## src/rtl/lock_pkg.sv

```systemverilog
// Shared lock definitions: compare selectors and key codes.
// Used by the lock controller and the code matcher.
package lock_pkg;

  typedef enum logic [1:0] {
    COMPAREPC = 2'b00,
    COMPAREUC = 2'b01,
    MATCHUC   = 2'b10,
    STOREUC   = 2'b11
  } cmp_e;

  localparam logic [3:0] KEY_CANCEL = 4'd7;
  localparam logic [3:0] KEY_PROG   = 4'd8;
  localparam logic [3:0] KEY_LOCK   = 4'd9;
  localparam logic [3:0] KEY_DIGMAX = 4'd6;

  function automatic logic is_cmd(
    input logic [3:0] k
  );
    return (k == KEY_CANCEL) ||
           (k == KEY_PROG) ||
           (k == KEY_LOCK);
  endfunction

endpackage

```

## src/rtl/digit_entry.sv

```systemverilog
// Key-release detection and the open-entry digit buffer.
// Tracks entry length and overflow, strobes close on command keys.
module digit_entry
  import lock_pkg::*;
#(
  parameter int MAX_DIGITS = 6,
  parameter int LW = $clog2(MAX_DIGITS + 1)
) (
  input  logic                    hwclk,
  input  logic                    rst,
  input  logic [3:0]              button,
  input  logic                    bstate,
  input  logic                    read_input,
  output logic                    close,
  output logic [MAX_DIGITS*4-1:0] ent,
  output logic [LW-1:0]           ent_len,
  output logic                    ovf
);

  logic prev_b;
  logic prev_ri;
  logic rel;
  logic ri_fall;
  logic dig;

  assign rel     = prev_b & ~bstate;
  assign ri_fall = prev_ri & ~read_input;
  assign close   = rel & is_cmd(button);
  assign dig     = rel & read_input &
                   (button <= KEY_DIGMAX);

  always_ff @(posedge hwclk or posedge rst) begin
    if (rst) begin
      prev_b  <= 1'b0;
      prev_ri <= 1'b0;
      ent     <= '0;
      ent_len <= '0;
      ovf     <= 1'b0;
    end else begin
      prev_b  <= bstate;
      prev_ri <= read_input;
      // A close wins over a capture; a falling read_input only clears.
      if (close || ri_fall) begin
        ent     <= '0;
        ent_len <= '0;
        ovf     <= 1'b0;
      end else if (dig) begin
        if (ent_len < LW'(MAX_DIGITS)) begin
          for (int i = 0; i < MAX_DIGITS; i++) begin
            if (ent_len == LW'(i)) begin
              ent[i*4 +: 4] <= button;
            end
          end
          ent_len <= ent_len + LW'(1);
        end else begin
          ovf <= 1'b1;
        end
      end
    end
  end

endmodule

```

## src/rtl/code_matcher.sv

```systemverilog
// Keypad code buffer and comparator for the digital lock.
// Holds last entry, staged code and user code; compares and commits.
module code_matcher
  import lock_pkg::*;
#(
  parameter int MAX_DIGITS = 6,
  parameter int MIN_DIGITS = 4,
  parameter int PC_LEN = 4,
  parameter logic [MAX_DIGITS*4-1:0] PC_CODE = 'h1234,
  parameter logic [MAX_DIGITS*4-1:0] DEFAULT_UC = 'h0000,
  parameter int DEFAULT_UC_LEN = 4
) (
  input  logic       hwclk,
  input  logic       rst,
  input  logic [3:0] button,
  input  logic       bstate,
  input  logic       read_input,
  input  logic       store,
  input  logic [1:0] compareType,
  output logic       correct_input,
  output logic       validLength,
  output logic       validLengthPC,
  output logic       data_ready
);

  localparam int W  = MAX_DIGITS * 4;
  localparam int LW = $clog2(MAX_DIGITS + 1);

  logic          close;
  logic [W-1:0]  ent;
  logic [LW-1:0] ent_len;
  logic          ovf;

  logic [W-1:0]  last;
  logic [LW-1:0] last_len;
  logic          last_ovf;
  logic [W-1:0]  staged;
  logic [LW-1:0] staged_len;
  logic [W-1:0]  uc;
  logic [LW-1:0] uc_len;

  logic [W-1:0]  tgt;
  logic [LW-1:0] tgt_len;
  logic          tgt_en;
  cmp_e          ct;

  digit_entry #(
    .MAX_DIGITS(MAX_DIGITS),
    .LW        (LW)
  ) u_entry (
    .hwclk     (hwclk),
    .rst       (rst),
    .button    (button),
    .bstate    (bstate),
    .read_input(read_input),
    .close     (close),
    .ent       (ent),
    .ent_len   (ent_len),
    .ovf       (ovf)
  );

  assign ct = cmp_e'(compareType);

  always_ff @(posedge hwclk or posedge rst) begin
    if (rst) begin
      last       <= '0;
      last_len   <= '0;
      last_ovf   <= 1'b0;
      staged     <= '0;
      staged_len <= '0;
      uc         <= DEFAULT_UC;
      uc_len     <= LW'(DEFAULT_UC_LEN);
      data_ready <= 1'b0;
    end else begin
      data_ready <= close;
      if (close) begin
        last     <= ent;
        last_len <= ent_len;
        last_ovf <= ovf;
      end
      if (close && (ct == STOREUC)) begin
        staged     <= ent;
        staged_len <= ovf ? '0 : ent_len;
      end
      // Short or overflowed staged codes are never committed.
      if (store && (staged_len >= LW'(MIN_DIGITS))) begin
        uc     <= staged;
        uc_len <= staged_len;
      end
    end
  end

  always_comb begin
    tgt     = '0;
    tgt_len = '0;
    tgt_en  = 1'b1;
    unique case (ct)
      COMPAREPC: begin
        tgt     = PC_CODE;
        tgt_len = LW'(PC_LEN);
      end
      COMPAREUC: begin
        tgt     = uc;
        tgt_len = uc_len;
      end
      MATCHUC: begin
        tgt     = staged;
        tgt_len = staged_len;
      end
      STOREUC: begin
        tgt_en = 1'b0;
      end
    endcase
  end

  assign correct_input = tgt_en & ~last_ovf &
                         (last_len != '0) &
                         (last_len == tgt_len) &
                         (last == tgt);

  assign validLength = ~ovf &
                       (ent_len >= LW'(MIN_DIGITS)) &
                       (ent_len <= LW'(MAX_DIGITS));

  assign validLengthPC = ~ovf &
                         (ent_len == LW'(PC_LEN));

endmodule
```

## config.mk

```make
export PLATFORM = sky130hd
export DESIGN_NAME = code_matcher
export DESIGN_NICKNAME = d
export VERILOG_FILES = /design/src/rtl/lock_pkg.sv /design/src/rtl/digit_entry.sv /design/src/rtl/code_matcher.sv
export SDC_FILE = /design/constraint.sdc
export NUM_CORES = 1
export LEC_CHECK = 0
export BUFFER_PORTS_ARGS = -buffer_cell sky130_fd_sc_hd__buf_4
export CORE_MARGIN = 10
export CORE_UTILIZATION = 55
export CTS_CLUSTER_DIAMETER = 50
export DETAILED_ROUTE_END_ITERATION = 8
export PLACE_DENSITY = 0.75
export RECOVER_POWER = 50
export SLEW_MARGIN = 20
export SYNTH_ARGS = -nofsm -noshare
export SYNTH_HDL_FRONTEND = slang
export SYNTH_SLANG_ARGS = --single-unit
```

## constraint.sdc

```tcl
create_clock -name hwclk -period 3.96 [get_ports hwclk]
set_clock_uncertainty 0.2 [all_clocks]
set_input_delay 0.198 -clock hwclk [delete_from_list [all_inputs] [get_ports hwclk]]
set_output_delay 0.198 -clock hwclk [all_outputs]
set_load 0.03 [all_outputs]
```

### Yosys cells after proc, flatten, opt, wreduce, memory -nomap -nowiden

Index checks and enable logic that the tools add are counted.

| word-level totals | value |
|---|---|
| register bits | 113 |
| input port bits | 11 |
| output and inout bits | 4 |
| logic and storage cells | 97 |

| operators by class | value |
|---|---|
| add/subtract/negate cells | 1 |
| order comparisons | 5 |
| eq/ne operators | 14 |
| mux-type cells | 19 |
| bitwise gates (word level) | 16 |
| reduce and logical (&&, ||, !) cells | 24 |

Operators with widths:

| operator | count |
|---|---|
| $mux 24 | 3 |
| $pmux 24 s3 | 1 |
| $eq 24x24->1 | 1 |
| $mux 4 | 6 |
| $reduce_and 3->1 | 6 |
| $reduce_bool 2->1 | 8 |
| $and 1x1->1 | 12 |
| $mux 3 | 4 |
| $pmux 3 s3 | 1 |
| $eq 4x4->1 const B | 2 |
| $eq 3x2->1 const B | 2 |
| $eq 3x3->1 const B | 2 |
| $ge 3x3->1 const B | 2 |
| $eq 2x2->1 const B | 2 |
| $eq 4x3->1 const B | 1 |
| $le 4x3->1 const B | 1 |
| $mux 1 | 4 |
| $not 1->1 | 4 |
| $reduce_and 2->1 | 2 |
| $add 3x1->3 const B | 1 |
| $eq 3x1->1 const B | 1 |
| $eq 3x3->1 | 1 |
| $le 3x3->1 const B | 1 |
| $logic_not 3->1 | 1 |
| other kinds (7) | 10 |

### Logic depth before layout (Yosys ltp)

| logic depth | value |
|---|---|
| word-level depth | 7 |
| mapped depth | 9 |
| gate-level depth less buffers | 6 |

### Hierarchy

From an unflattened synthesis, not the netlist that was laid out.

| second synthesis, totals | value |
|---|---|
| cells, all modules | 427 |
| area total of the unflattened synthesis | 5363.9 sq um |

By module, submodules not included:

| module | instances | cells each | area an instance (sq um) | seq. area each (sq um) |
|---|---|---|---|---|
| code_matcher | 1 | 269 | 3696.0 | 2078.2 |
| digit_entry | 1 | 158 | 1667.8 | 750.7 |

### Worst setup path after synthesis

Ideal clock, no wire load.

| timing path | value |
|---|---|
| path kind | input-to-output |
| start | in compareType[1] |
| end | out correct_input |
| data arrival time | 2.247 ns |
| required time | 3.562 ns |
| setup slack | 1.315 ns |
| stages | 7 |
| path buffers | 1 |
| path through | nor2b_1 -> clkbuf_1 -> a22oi_1 -> xnor2_1 -> nor4_1 -> nand4_1 -> nor4_1 |

| on the way | value |
|---|---|
| longest elaborated chain between the ends | 6 |
| elaborated cells on any way between the ends | 13 |
| classes of those cells | eq/ne: 5; mux: 3; bitwise: 4; reduce/logical: 1 |

Ends and longest elaborated chain:

| item | RTL line | source |
|---|---|---|
| from (decl) | code_matcher.sv:19 | `input logic [1:0] compareType,` |
| parallel branches: the longest is 5 deep, another holds $pmux 24 s3 | -- |  |
| $and 1x1->1 (*) | code_matcher.sv:118 | `(last_len == tgt_len) &` |
| to (decl) | code_matcher.sv:20 | `output logic correct_input,` |

Every way passes the cells marked *.

### Worst setup path in the final report

| timing path | value |
|---|---|
| start | reg uc[9] |
| end | out correct_input |

| on the way | value |
|---|---|
| longest elaborated chain between the ends | 3 |

Ends and longest elaborated chain:

| item | RTL line | source |
|---|---|---|
| from (decl) | code_matcher.sv:39 | `logic [W-1:0] uc;` |
| from (signal assigned) | code_matcher.sv:87 | `uc <= staged;` |
| $pmux 24 s3 | code_matcher.sv:97 | `unique case (ct)` |
| $eq 24x24->1 | code_matcher.sv:119 | `(last == tgt);` |
| $and 1x1->1 | code_matcher.sv:118 |  |

No other way between the ends.

==> results.cfg <==
[status]
outcome = finished clean

[global_routing]
grt_pass1_wl_mm = 18.9
grt_max_degree = 83
grt_overflow = 0
grt_pass1_vias = 3642
antenna_found_initial = 0
gr-usage-all-layers_pct = 18.3

[cells_and_area]
fin_nets = 505
regArea_um2 = 2830
stdcell_count = 610
multi_input_comb_area_um2 = 2010
syn_to_final_growth_pct = 16.7
final_common_cell = dfrtp_1
final_cell_mix = 112 x dfrtp_1, 110 x nand2_1, 36 x mux2_2
drive_above_1_share_pct = 19.1
finalInstanceArea_um2 = 5840
diodes = 0
n_fill_cell = 669

[synthesis]
avgSynthCellArea_um2 = 10.8
synthMuxAreaShare_pct = 10.2
ys_seq_area_share_pct = 56.5
synthTopCellsByArea = dfrtp_1 56%, nand2_1 8.2%, mux2_2 8.1%
synth_edf_count = 0
synth_cell_types = 42
synth_compound_area_share_pct = 8.89
synth_top_area_share_pct = 55.9
synth-adder-area-share_pct = 1.25
postSynthCellCount = 464
synthSimpleGateAreaFrac_pct = 15.3
yosys_warnings = 0
post-synth-top-area-cell = dfrtp_1
async_flop_share_pct = 100
ys_ff_latch = 113
synth_area_um2 = 5010
synth-xor-area-share_pct = 4.55
synth_nets = 480
synth_top_family_by_area = simple AND/OR/NAND/NOR gates
synth_top_flop_cell = dfrtp_1

[clock_network]
clk-insertion-delay-late_ps = 510
clkTransAtPathRegs_ps = 60
cts_root_buf = clkbuf_8
ctsResizeCount = 0
cts_sinks = 113
clock_path_buffers = 2
htreeDepth = 4
cts_tree = built
cts_buffers = 17

[setup_path]
r2r_cells = 6
r2r_setup_slack_ps = 1470
critPathMaxFanout = 2
critical_path_required_ps = 3560
critPathLaunch = uc[9]
endpoint_kind = primary output
critPathArrivalTime_ps = 2420
reg2reg_from = u_entry.prev_b
crit_path_start_kind = flop
crit_type = reg -> out

[place]
io_buffers = 14
dp_slack_ps = 1380
dpl.cell_count = 569
placed_area_um2 = 5190
gp_congestion = 0.844
place_hpwl_mm = 7.32

[pwr]
swShare_pct = 24.3
p_clk_share_pct = 50.1
power_density_nw_per_um2 = 500
p_comb_share_pct = 7.2
power_mw = 2.92
seq_power_share_pct = 42.8
p_int_mw = 2.21
ir_worst_vdd_v = 0.000346
leakagePower_nw = 2.88
switching_power_mw = 0.712

[sta]
worstMarginPinSlew_ps = 1180
setup_viol = 0
finalSetupTns_ps = 0
worst_slack_ps = 1140
rsz0062_at_grt = no
fmax_mhz = 354
slew-limit-headroom_pct = 21.4
hold_viol = 0
finalMaxSlewViolations = 0
post-route-period-util_pct = 71.3
fin_crit_ps = 2820

[routing]
wl_met2_mm = 5.69
maxUsedRoutingLayer = met4
drt-total-wl_mm = 11.5
drc = 0
routedWlPerCell_um = 18.8
vias_per_cell = 5.79
drtAntennaViolNets = 0
wl_met3_um = 679
firstDrtPassIters = 5
vias = 3529
drt_iter0_drc = 353
drt-met1-wl_mm = 4.91

[job]
max_cap_viol_count = 0

[min_path]
holdPathStages = 2
hp-start = read_input
hold_path_class = in -> reg

[die]
die_w_um = 115
fp-row-count = 34
top_level_ports = 15
dieArea_um2 = 13300
start_util_pct = 56.9
core-area_um2 = 8810
die_h_um = 115
[cell type report]
cell class                 instances  share of cell area [%]
inverter                          14                   0.942
sequential                       113                    48.4
multi-input combinational        312                    34.4
clock buffer                      19                    7.56
clock inverter                    13                    2.33
tap                              108                    2.31
timing repair buffer              31                    4.05
[synth_stat cells (3+ instances only)]
library cell  count
nor2_1           12
mux2i_1           6
o21ai_0          16
a21oi_1          15
xnor2_1          15
mux2_2           36
xor2_1           11
dfrtp_1         112
nand3_1          13
clkbuf_1         13
ha_1              5
mux2_1            4
buf_2             7
inv_1            13
o22ai_1           5
and3_1            7
nand2_1         110
buf_1             3
nand4_1           4
nor2b_1           8
nor4_1            4
a22oi_1          21
[path summary, 6_finish.rpt]
path                                    to
setup reg to reg           u_entry.ent[12]
hold / removal             u_entry.prev_ri
min in group asynchronous          last[8]
max in group asynchronous         last[13]
hold reg to reg                  uc_len[2]
setup / recovery             correct_input
[metrics by stage]
stage / hold WS [ps] / util, %
finish: 165 / 66.4
detailed placement: 121 / 59.0
global route: 172 / 66.4
CTS: 132 / 66.6
floorplan: 29.4 / -
global placement: 116 / 59.0
[flip-flops by register name (all words and copies together) (netlist names)]
name             count
last                24
staged              24
u_entry.ent         24
uc                  24
last_len             3
staged_len           3
u_entry.ent_len      3
uc_len               3
data_ready           1
last_ovf             1
u_entry.ovf          1
u_entry.prev_b       1
u_entry.prev_ri      1
[critical path, stage by stage, from the launching register on]
cell,delay [ps]
dfrtp_1,380
nor2b_1,150
o22ai_1,110
xor2_1,150
nor4_1,370
nand4_1,160
nor4_1,360
buf_4,230
[cells by family after synthesis]
family / after synthesis
DFF: 113
muxes: 46
buffers and inverters: 39
adders and majority gates: 5
xor gates and xnor gates: 26
and+or+nand+nor: 167
AOI/OAI and AO/OA: 68
[power groups by stage]
| stage | clock (mW) | sequential, mW | combinational, mW |
|---|---|---|---|
| final | 1.47 | 1.25 | 0.209 |
| after global routing | 1.53 | 1.26 | 0.237 |
| after CTS | 1.47 | 1.25 | 0.213 |
| after detailed placement | 0 | 1.27 | 0.205 |
| after global placement | 0 | 1.27 | 0.197 |
| after floorplan | 0 | 1.25 | 0.154 |
[per-layer routing]
layer  vias to the layer above  global-route usage (%)
li1                       1634                       -
met1                      1767                    23.0
met2                       106                    30.0
met3                        22                    4.86
met4                         0                    6.76
met5                         -                       0
[what timing repair did]
item	4_1_cts	5_1_grt
hold endpoints to repair	102	0
hold buffers	9	0
setup buffers	0	0
Power figures use the tool's default switching activity.
